File: src/rtl/seq_detect_scheduler.sv
// Round-robin scheduler that time-shares one programmable bit-pattern matcher
// across NCH serial channels, keeping per-channel history and bit counts.
module seq_detect_scheduler #(
    parameter int unsigned     NCH         = 4,
    parameter int unsigned     PMAX        = 8,
    parameter logic [PMAX-1:0] DEF_PATTERN = 8'h06,
    parameter int unsigned     DEF_LEN     = 4
) (
    input  logic                       clk,
    input  logic                       rst,
    input  logic                       cfg_we,
    input  logic [PMAX-1:0]            cfg_pattern,
    input  logic [$clog2(PMAX+1)-1:0]  cfg_len,
    input  logic [NCH-1:0]             in_valid,
    input  logic [NCH-1:0]             in_bit,
    output logic [NCH-1:0]             in_ready,
    output logic                       match_valid,
    output logic [$clog2(NCH)-1:0]     match_ch,
    output logic [$clog2(PMAX+1)-1:0]  cfg_len_q
);

    localparam int unsigned CW = $clog2(NCH);
    localparam int unsigned LW = $clog2(PMAX+1);

    logic [PMAX-1:0] r_hist [NCH];
    logic [LW-1:0]   r_cnt  [NCH];
    logic [PMAX-1:0] r_pattern;
    logic [LW-1:0]   r_len;
    logic [CW-1:0]   r_rr_ptr;
    logic            r_match_valid;
    logic [CW-1:0]   r_match_ch;

    logic            w_gnt_any;
    logic [CW-1:0]   w_gnt_idx;
    logic            w_fire;
    logic            w_cfg_ok;
    logic [PMAX-1:0] w_mask;
    logic [PMAX-1:0] w_new_hist;
    logic [LW-1:0]   w_new_cnt;
    logic            w_match;
    logic [NCH-1:0]  w_ready;

    // Channel index reached by stepping 'off' positions from 'base', modulo NCH.
    function automatic logic [CW-1:0] f_wrap_idx(input logic [CW-1:0] base,
                                                 input int unsigned off);
        int unsigned sum;
        sum = 32'(base) + off;
        if (sum >= NCH) begin
            sum = sum - NCH;
        end
        return CW'(sum);
    endfunction

    // Round-robin search for the first valid channel starting at r_rr_ptr.
    always_comb begin
        w_gnt_any = 1'b0;
        w_gnt_idx = '0;
        for (int k = 0; k < int'(NCH); k++) begin
            if (!w_gnt_any && in_valid[f_wrap_idx(r_rr_ptr, 32'(k))]) begin
                w_gnt_any = 1'b1;
                w_gnt_idx = f_wrap_idx(r_rr_ptr, 32'(k));
            end else begin
                w_gnt_any = w_gnt_any;
            end
        end
    end

    // Configuration writes and reset both stall the arbiter for the cycle.
    always_comb begin
        w_fire   = w_gnt_any & ~cfg_we & ~rst;
        w_cfg_ok = cfg_we && (cfg_len != '0) && (cfg_len <= LW'(PMAX));
        w_ready  = '0;
        if (w_fire) begin
            w_ready[w_gnt_idx] = 1'b1;
        end else begin
            w_ready = '0;
        end
    end

    // Mask of the active pattern length, LSB-aligned.
    always_comb begin
        w_mask = '0;
        for (int i = 0; i < int'(PMAX); i++) begin
            w_mask[i] = (LW'(i) < r_len);
        end
    end

    // Post-update history/count of the granted channel and the match decision.
    always_comb begin
        w_new_hist = {r_hist[w_gnt_idx][PMAX-2:0], in_bit[w_gnt_idx]};
        if (r_cnt[w_gnt_idx] == LW'(PMAX)) begin
            w_new_cnt = r_cnt[w_gnt_idx];
        end else begin
            w_new_cnt = r_cnt[w_gnt_idx] + LW'(1);
        end
        w_match = w_fire
                  && ((w_new_hist & w_mask) == (r_pattern & w_mask))
                  && (w_new_cnt >= r_len);
    end

    // Channel state, configuration, arbiter pointer and registered match outputs.
    always_ff @(posedge clk) begin
        if (rst) begin
            for (int i = 0; i < int'(NCH); i++) begin
                r_hist[i] <= '0;
                r_cnt[i]  <= '0;
            end
            r_pattern     <= DEF_PATTERN;
            r_len         <= LW'(DEF_LEN);
            r_rr_ptr      <= '0;
            r_match_valid <= 1'b0;
            r_match_ch    <= '0;
        end else if (w_cfg_ok) begin
            for (int i = 0; i < int'(NCH); i++) begin
                r_hist[i] <= '0;
                r_cnt[i]  <= '0;
            end
            r_pattern     <= cfg_pattern;
            r_len         <= cfg_len;
            r_match_valid <= 1'b0;
        end else if (w_fire) begin
            r_hist[w_gnt_idx] <= w_new_hist;
            r_cnt[w_gnt_idx]  <= w_new_cnt;
            r_rr_ptr          <= f_wrap_idx(w_gnt_idx, 32'd1);
            r_match_valid     <= w_match;
            if (w_match) begin
                r_match_ch <= w_gnt_idx;
            end else begin
                r_match_ch <= r_match_ch;
            end
        end else begin
            r_match_valid <= 1'b0;
        end
    end

    assign in_ready    = w_ready;
    assign match_valid = r_match_valid;
    assign match_ch    = r_match_ch;
    assign cfg_len_q   = r_len;

endmodule

File: config.mk
export PLATFORM = sky130hd
export DESIGN_NAME = seq_detect_scheduler
export DESIGN_NICKNAME = d
export VERILOG_FILES = /design/src/rtl/seq_detect_scheduler.sv
export SDC_FILE = /design/constraint.sdc
export NUM_CORES = 1
export LEC_CHECK = 0
export CAP_MARGIN = 20
export CORE_UTILIZATION = 45
export CTS_BUF_LIST = sky130_fd_sc_hd__clkbuf_4 sky130_fd_sc_hd__clkbuf_8
export CTS_CLUSTER_SIZE = 12
export DETAILED_ROUTE_END_ITERATION = 12
export MAX_ROUTING_LAYER = met4
export PLACE_DENSITY = 0.63
export SETUP_SLACK_MARGIN = 0.2
export SYNTH_ARGS = -nofsm -noshare
export SYNTH_HDL_FRONTEND = slang
export SYNTH_SLANG_ARGS = --single-unit
File: constraint.sdc
create_clock -name clk -period 5.7 [get_ports clk]
set_input_delay 0.855 -clock clk [delete_from_list [all_inputs] [get_ports clk]]
set_output_delay 0.855 -clock clk [all_outputs]
set_load 0.01 [all_outputs]
# ---- Word-level counts from Yosys, hierarchy flattened
# Memory sizes are Yosys's and may differ from the RTL's.
# Index checks and enable logic that the tools add are counted.
dict set report totals {
  ff_bits 17
  latchBits 0
  ramBits 48
  romBits 0
  in_bits 23
  output_inout_bits 11
  elab_cells 123
  n_memories 2
}
# name depth width read_ports rd_clocked_by_memory_dff wr line_no
set memory_table {}
lappend memory_table {r_hist 4 8 1 0 4 25} ;# logic [PMAX-1:0] r_hist [NCH];
lappend memory_table {r_cnt 4 4 1 0 4 26} ;# logic [LW-1:0] r_cnt [NCH];
dict set report op_classes {
  addsub 10
  n_mul 0
  n_div 0
  n_lt_le_gt_ge 21
  n_eq_ne 2
  shift 0
  n_mux 50
  bitwise 16
  reduce_logical 17
}
# cell count
set ops {}
lappend ops {{$mux 8} 5}
lappend ops {{$mux 4} 7}
lappend ops {{$mux 2} 11}
lappend ops {{$mux 1} 21}
lappend ops {{$and 8x8->8} 2}
lappend ops {{$lt 3x4->1 const A} 4}
lappend ops {{$lt 2x3->1 const B} 5}
lappend ops {{$ge 3x3->1 const B} 4}
lappend ops {{$bmux 1 s2} 5}
lappend ops {{$sub 2x1->2 const B} 5}
lappend ops {{$eq 8x8->1} 1}
lappend ops {{$logic_and 1x1->1} 8}
lappend ops {{$lt 1x4->1 const A} 2}
lappend ops {{$lt 2x4->1 const A} 2}
lappend ops {{$or 1x1->1} 8}
lappend ops {{$reduce_or 8->1} 1}
lappend ops {{$add 2x1->3 const B} 2}
lappend ops {{$add 2x2->3 const B} 2}
lappend ops {{$add 4x1->4 const B} 1}
lappend ops {{$eq 4x4->1 const B} 1}
lappend ops {{$ge 4x4->1} 1}
lappend ops {{$le 4x4->1 const B} 1}
lappend ops {{$not 1->1} 4}
lappend ops {{$reduce_bool 4->1} 1}
lappend ops {{other kinds (9)} 12}

# ---- Logic depth before layout (Yosys ltp)
dict set report depth {
  word_depth 22
  depth_mapped 23
  depth_no_buf 21
}

# ---- Least setup slack after synthesis
# Ideal clock, no wire load.
dict set report synth_path {
  path_type {input to register}
  from {in in_valid[2]}
  to {reg r_match_ch[0], in the netlist match_ch[0]}
  setup_ns 0.074
  arrival_time_ns 5.053
  required_time_ns 5.626
  setup_slack_ns 0.573
  stages 22
  n_path_buf 2
  cell_sequence {nor2b_2 -> or4b_4 -> and2_2 -> clkbuf_1 -> inv_1 -> buf_2 -> mux2_2 -> o21ai_0 -> ha_1 -> inv_1 -> nor2_1 -> nand2_1 -> xnor2_1 -> ha_1 -> nand2b_1 -> a21o_1 -> a21oi_1 -> nor2b_1 -> o21ai_0 -> or4_4 -> nor4b_4 -> mux2i_1}
}
dict set report synth_between {
  elab_chain_cells 19
  elab_cells_between_ends 37
  cone_classes {add/sub: 1; order compare: 1; eq/ne: 2; mux: 19; bitwise: 3; reduce/logical: 9; memory: 2}
}
# item line_no
set synth_rtl {}
lappend synth_rtl {{start, declared} 14} ;# input logic [NCH-1:0] in_valid,
lappend synth_rtl {{$bmux 1 s2} 59} ;# if (!w_gnt_any && in_valid[f_wrap_idx(r_rr_ptr, 32'(k))]) begin
lappend synth_rtl {{$mux 1 (implied by the code)} 59}
lappend synth_rtl {{$mux 1} 59}
lappend synth_rtl {{$logic_not 1->1} 59}
lappend synth_rtl {{$logic_and 1x1->1} 59}
lappend synth_rtl {{$mux 1} 59}
lappend synth_rtl {{$logic_not 1->1} 59}
lappend synth_rtl {{$logic_and 1x1->1} 59}
lappend synth_rtl {{$mux 1} 59}
lappend synth_rtl {{$logic_not 1->1} 59}
lappend synth_rtl {{$logic_and 1x1->1} 59}
lappend synth_rtl {{$mux 2 *} 59}
lappend synth_rtl {{named net w_gnt_idx[0]} 34} ;# logic [CW-1:0] w_gnt_idx;
lappend synth_rtl {{parallel branches: the longest is 7 deep, another holds $mem_v2 4x4} n/a}
lappend synth_rtl {{end signal, assigned} 127} ;# r_match_ch <= w_gnt_idx;
lappend synth_rtl {{end signal, assigned} 129} ;# r_match_ch <= r_match_ch;
lappend synth_rtl {{end, declared} 31} ;# logic [CW-1:0] r_match_ch;
# Mark *: on every way through the listed nets, which the timed path passes. The select of a mux whose other input is x is not followed.
# A chain may end at the register's enable or synchronous reset.

# ---- Worst setup path after layout
dict set report layout_path {
  from {in in_valid[0]}
  to {reg r_match_ch[0], in the netlist match_ch[0]}
}
dict set report layout_between {
  elab_chain_cells 19
  elab_cells_between_ends 37
  cone_classes {add/sub: 1; order compare: 1; eq/ne: 2; mux: 19; bitwise: 3; reduce/logical: 9; memory: 2}
}
# item
set layout_rtl {}
lappend layout_rtl {{parallel branches: the longest is 19 deep, another holds $bmux 1 s2}}
# Parallel ways; which one is timed is not known. The select of a mux whose other input is x is not followed.

==> results.txt <==
Share of cells above drive strength 1: 15.4%
Run status: completed
Syn Nets: 350
# diodes: 0
Mapped Area: 3310 um^2
Worst r2r src: r_rr_ptr[0]
Nets: 392
Die ar.: 7710 um^2
Most frequent cells in the layout: nor2_1 (58), edfxtp_1 (44), clkdlybuf4s50_1 (33), nand2_1 (28), dfxtp_1 (17)
Post-synth ARST share: 0%
Max Freq: 0.194 GHz
Final Slew Violations: 0
DRC: 0
Worst setup EP type: register
Initial antenna violation count: 0
Setup bufs post-CTS: 0
Synth Instances: 317
Comb power frac: 26.6%
Yosys cell types: 52
Placed Instances: 444
Seq. cell area: 1660 um^2
DR iter-0 viols: 208
WL/cell: 16.6 um
Root Buffer: clkbuf_8
Sequential element share of the synthesized area: 50.2%
Final Hold Viols: 0
IO Port Bufs: 33
Leak: 1.64 nW
Worst setup path start: in_valid[0]
DR vias/cell: 5.45
# H-tree levels: 3
Crit Path Max Fanout: 6
Synth top area share: 39.9%
CP Launch Type: primary input
Clock Skews: 0.00735 ns
Grt ovf: 0
Pwr dens: 304 nW/um^2
Reg2reg end: match_ch[0]
Mean Syn Cell Area: 10.5 um^2
Number of global-route vias before repair: 2363
Largest net degree at the start of global routing: 19
Hold-fix buffers, CTS: 0
Reg power frac: 44.1%
Period utilisation layout: 90.6%
CTS tree: yes
Setup-failing EPs final: 0
Cell Rows: 30
Routed Antenna Nets: 0
Placed wire-length estimate: 5300 um
Initial DRT Pass Iterations: 4
Ys flop type: edfxtp_1
Core ar.: 6940 um^2
Clock tree buffer depth: 2
R2R cell count: 20
Commonest non-fill, non-tap cell in the layout: nor2_1
First-pass GRT wire length: 12100 um
Initial Util: 47.7%
CTS resizes: 0
Reg2Reg Setup Slack: 1.14 ns
Fin cells: 460
Boundary pin count: 34
Unrepaired setup endpoints after global routing: false
Total GRT Usage: 22.3%
# Max-Cap Violations: 0
#FFs+latches synth: 61
Psw: 0.360 mW
Main area contributors after synthesis: edfxtp_1 (40%), dfxtp_1 (10%), nor2_1 (6.6%)
Fin Hold WS: 0.488 ns
Internal power: 0.851 mW
Max VDD drop: 0.143 mV
Number of synthesized flops with an enable pin: 44
Post-DP Area: 3800 um^2
Yosys top cell by area: edfxtp_1
Clock Sinks: 61
Final critical-path required period: 5.16 ns
Synth-to-layout area growth: 20.3%
Clock-pin slew on the worst setup and hold paths: 0.06 ns
Fillers: 615
Vias: 2508
Clock share of power: 29.2%
CTS Buf Count: 9
Crit path DAT: 5.42 ns
Chip width: 87.8 um
Insertion delay to the later sink of the worst-skew pair: 0.33 ns
Worst hold path type: reg2reg
Critical Path Sink: match_ch[0]
Area of the multi-input gates: 1540 um^2
WS Path Type: in2reg
Final Cell Area: 3990 um^2
Worst slew pin tran: 0.850 ns
Synth warn: 0
Final TNS setup: 0 ns
Req. time, crit path: 5.96 ns
Gpl congestion: 0.908
Switching share of power: 29.7%
Max-slew headroom: 42.9%
Die Ht: 87.8 um
DRT Wirelength: 7630 um
-- per-layer routing --
metal	vias to the layer above	share of wire, %	GRT usage [%]
li1	1222	-	-
met1	1190	47	29.2
met2	83	46	34.4
met3	13	5.8	3.96
met4	0	1.6	9.09
met5	-	0	-
-- stage by stage --
stage | util, % | power, mW | setup WS (ns)
after floorplan | - | 0.755 | 0.573
after global placement | 54.7 | 0.859 | 0.349
after detailed placement | 54.7 | 0.865 | 0.216
after CTS | 57.4 | 1.22 | 0.563
after global routing | 57.4 | 1.28 | 0.244
final | 57.4 | 1.21 | 0.537
-- cells by family (layout without fill, tap and decap cells) --
logic type / after synthesis / after routing / synth area share, %
compound gates: 47 / 47 / 11.7
fa+ha+maj: 11 / 11 / 4.08
buf+inv: 30 / 77 / 3.51
flops: 61 / 61 / 50.2
simple gates: 137 / 137 / 21.4
mux: 21 / 21 / 6.53
xor+xnor: 10 / 10 / 2.64
-- worst min path at each step --
| stage | from | endpoint | slack [ns] | depth (start not counted) |
|---|---|---|---|---|
| after floorplan | r_pattern[1] | r_pattern[1] | 0.46 | 1 |
| after global placement | r_pattern[1] | r_pattern[1] | 0.47 | 1 |
| after detailed placement | r_pattern[1] | r_pattern[1] | 0.48 | 1 |
| after CTS | match_ch[1] | match_ch[1] | 0.49 | 2 |
| after global routing | match_ch[1] | match_ch[1] | 0.52 | 2 |
| final | match_ch[0] | match_ch[0] | 0.49 | 2 |
-- synthesized netlist by cell type, types with 2 or more instances --
cell type	instances
a211o_1	3
a211oi_1	2
a21boi_0	4
a21oi_1	8
a221o_1	4
a22o_1	2
a31oi_1	3
and3_1	10
and3_2	4
and3_4	3
buf_2	3
clkbuf_1	11
dfxtp_1	17
edfxtp_1	44
ha_1	10
inv_1	15
mux2_2	5
mux2i_1	16
nand2_1	28
nand2b_1	3
nand3_1	3
nor2_1	58
nor2b_1	3
nor2b_2	2
nor3_1	4
nor3b_1	4
nor4_1	5
o21ai_0	7
o22ai_1	2
o32ai_2	2
o32ai_4	2
or4_4	2
xnor2_1	4
xor2_1	6
-- power by group through the flow --
stage	logic (mW)	registers, mW	clock network [mW]
after global placement	0.316	0.542	0
final	0.322	0.534	0.354
after floorplan	0.218	0.537	0
after detailed placement	0.322	0.543	0
after global routing	0.355	0.538	0.383
after CTS	0.323	0.534	0.360
-- state kept, by name (all words and copies together), names as in the netlist --
name,cells
r_pattern,8
match_ch,2
cfg_len_q,4
r_rr_ptr,2
match_valid,1
r_hist,28
r_cnt,16
-- area by class of cell --
cell class              count  share of cell area (%)
inverters                  15                    1.41
repair buffers             46                    10.7
flip-flops and latches     61                    41.7
multi-input cells         226                    38.5
clock buffers              14                    4.36
well taps                  96                    3.01
clock inverters             2                   0.251
-- critical path, cell delays in order --
cell	delay, ns
clkdlybuf4s50_1	0.49
nor2b_2	0.23
or4_4	0.49
and2_2	0.23
inv_1	0.08
mux2_2	0.32
o21ai_0	0.32
ha_1	0.23
inv_1	0.04
nor2_1	0.12
nand2_1	0.08
xnor2_1	0.16
ha_1	0.27
nand2b_1	0.09
a21o_1	0.11
a21oi_1	0.06
nor2b_1	0.10
o21ai_0	0.08
or4_4	0.57
nor4b_4	0.30
mux2i_1	0.21
(Power assumes the default switching activity.)
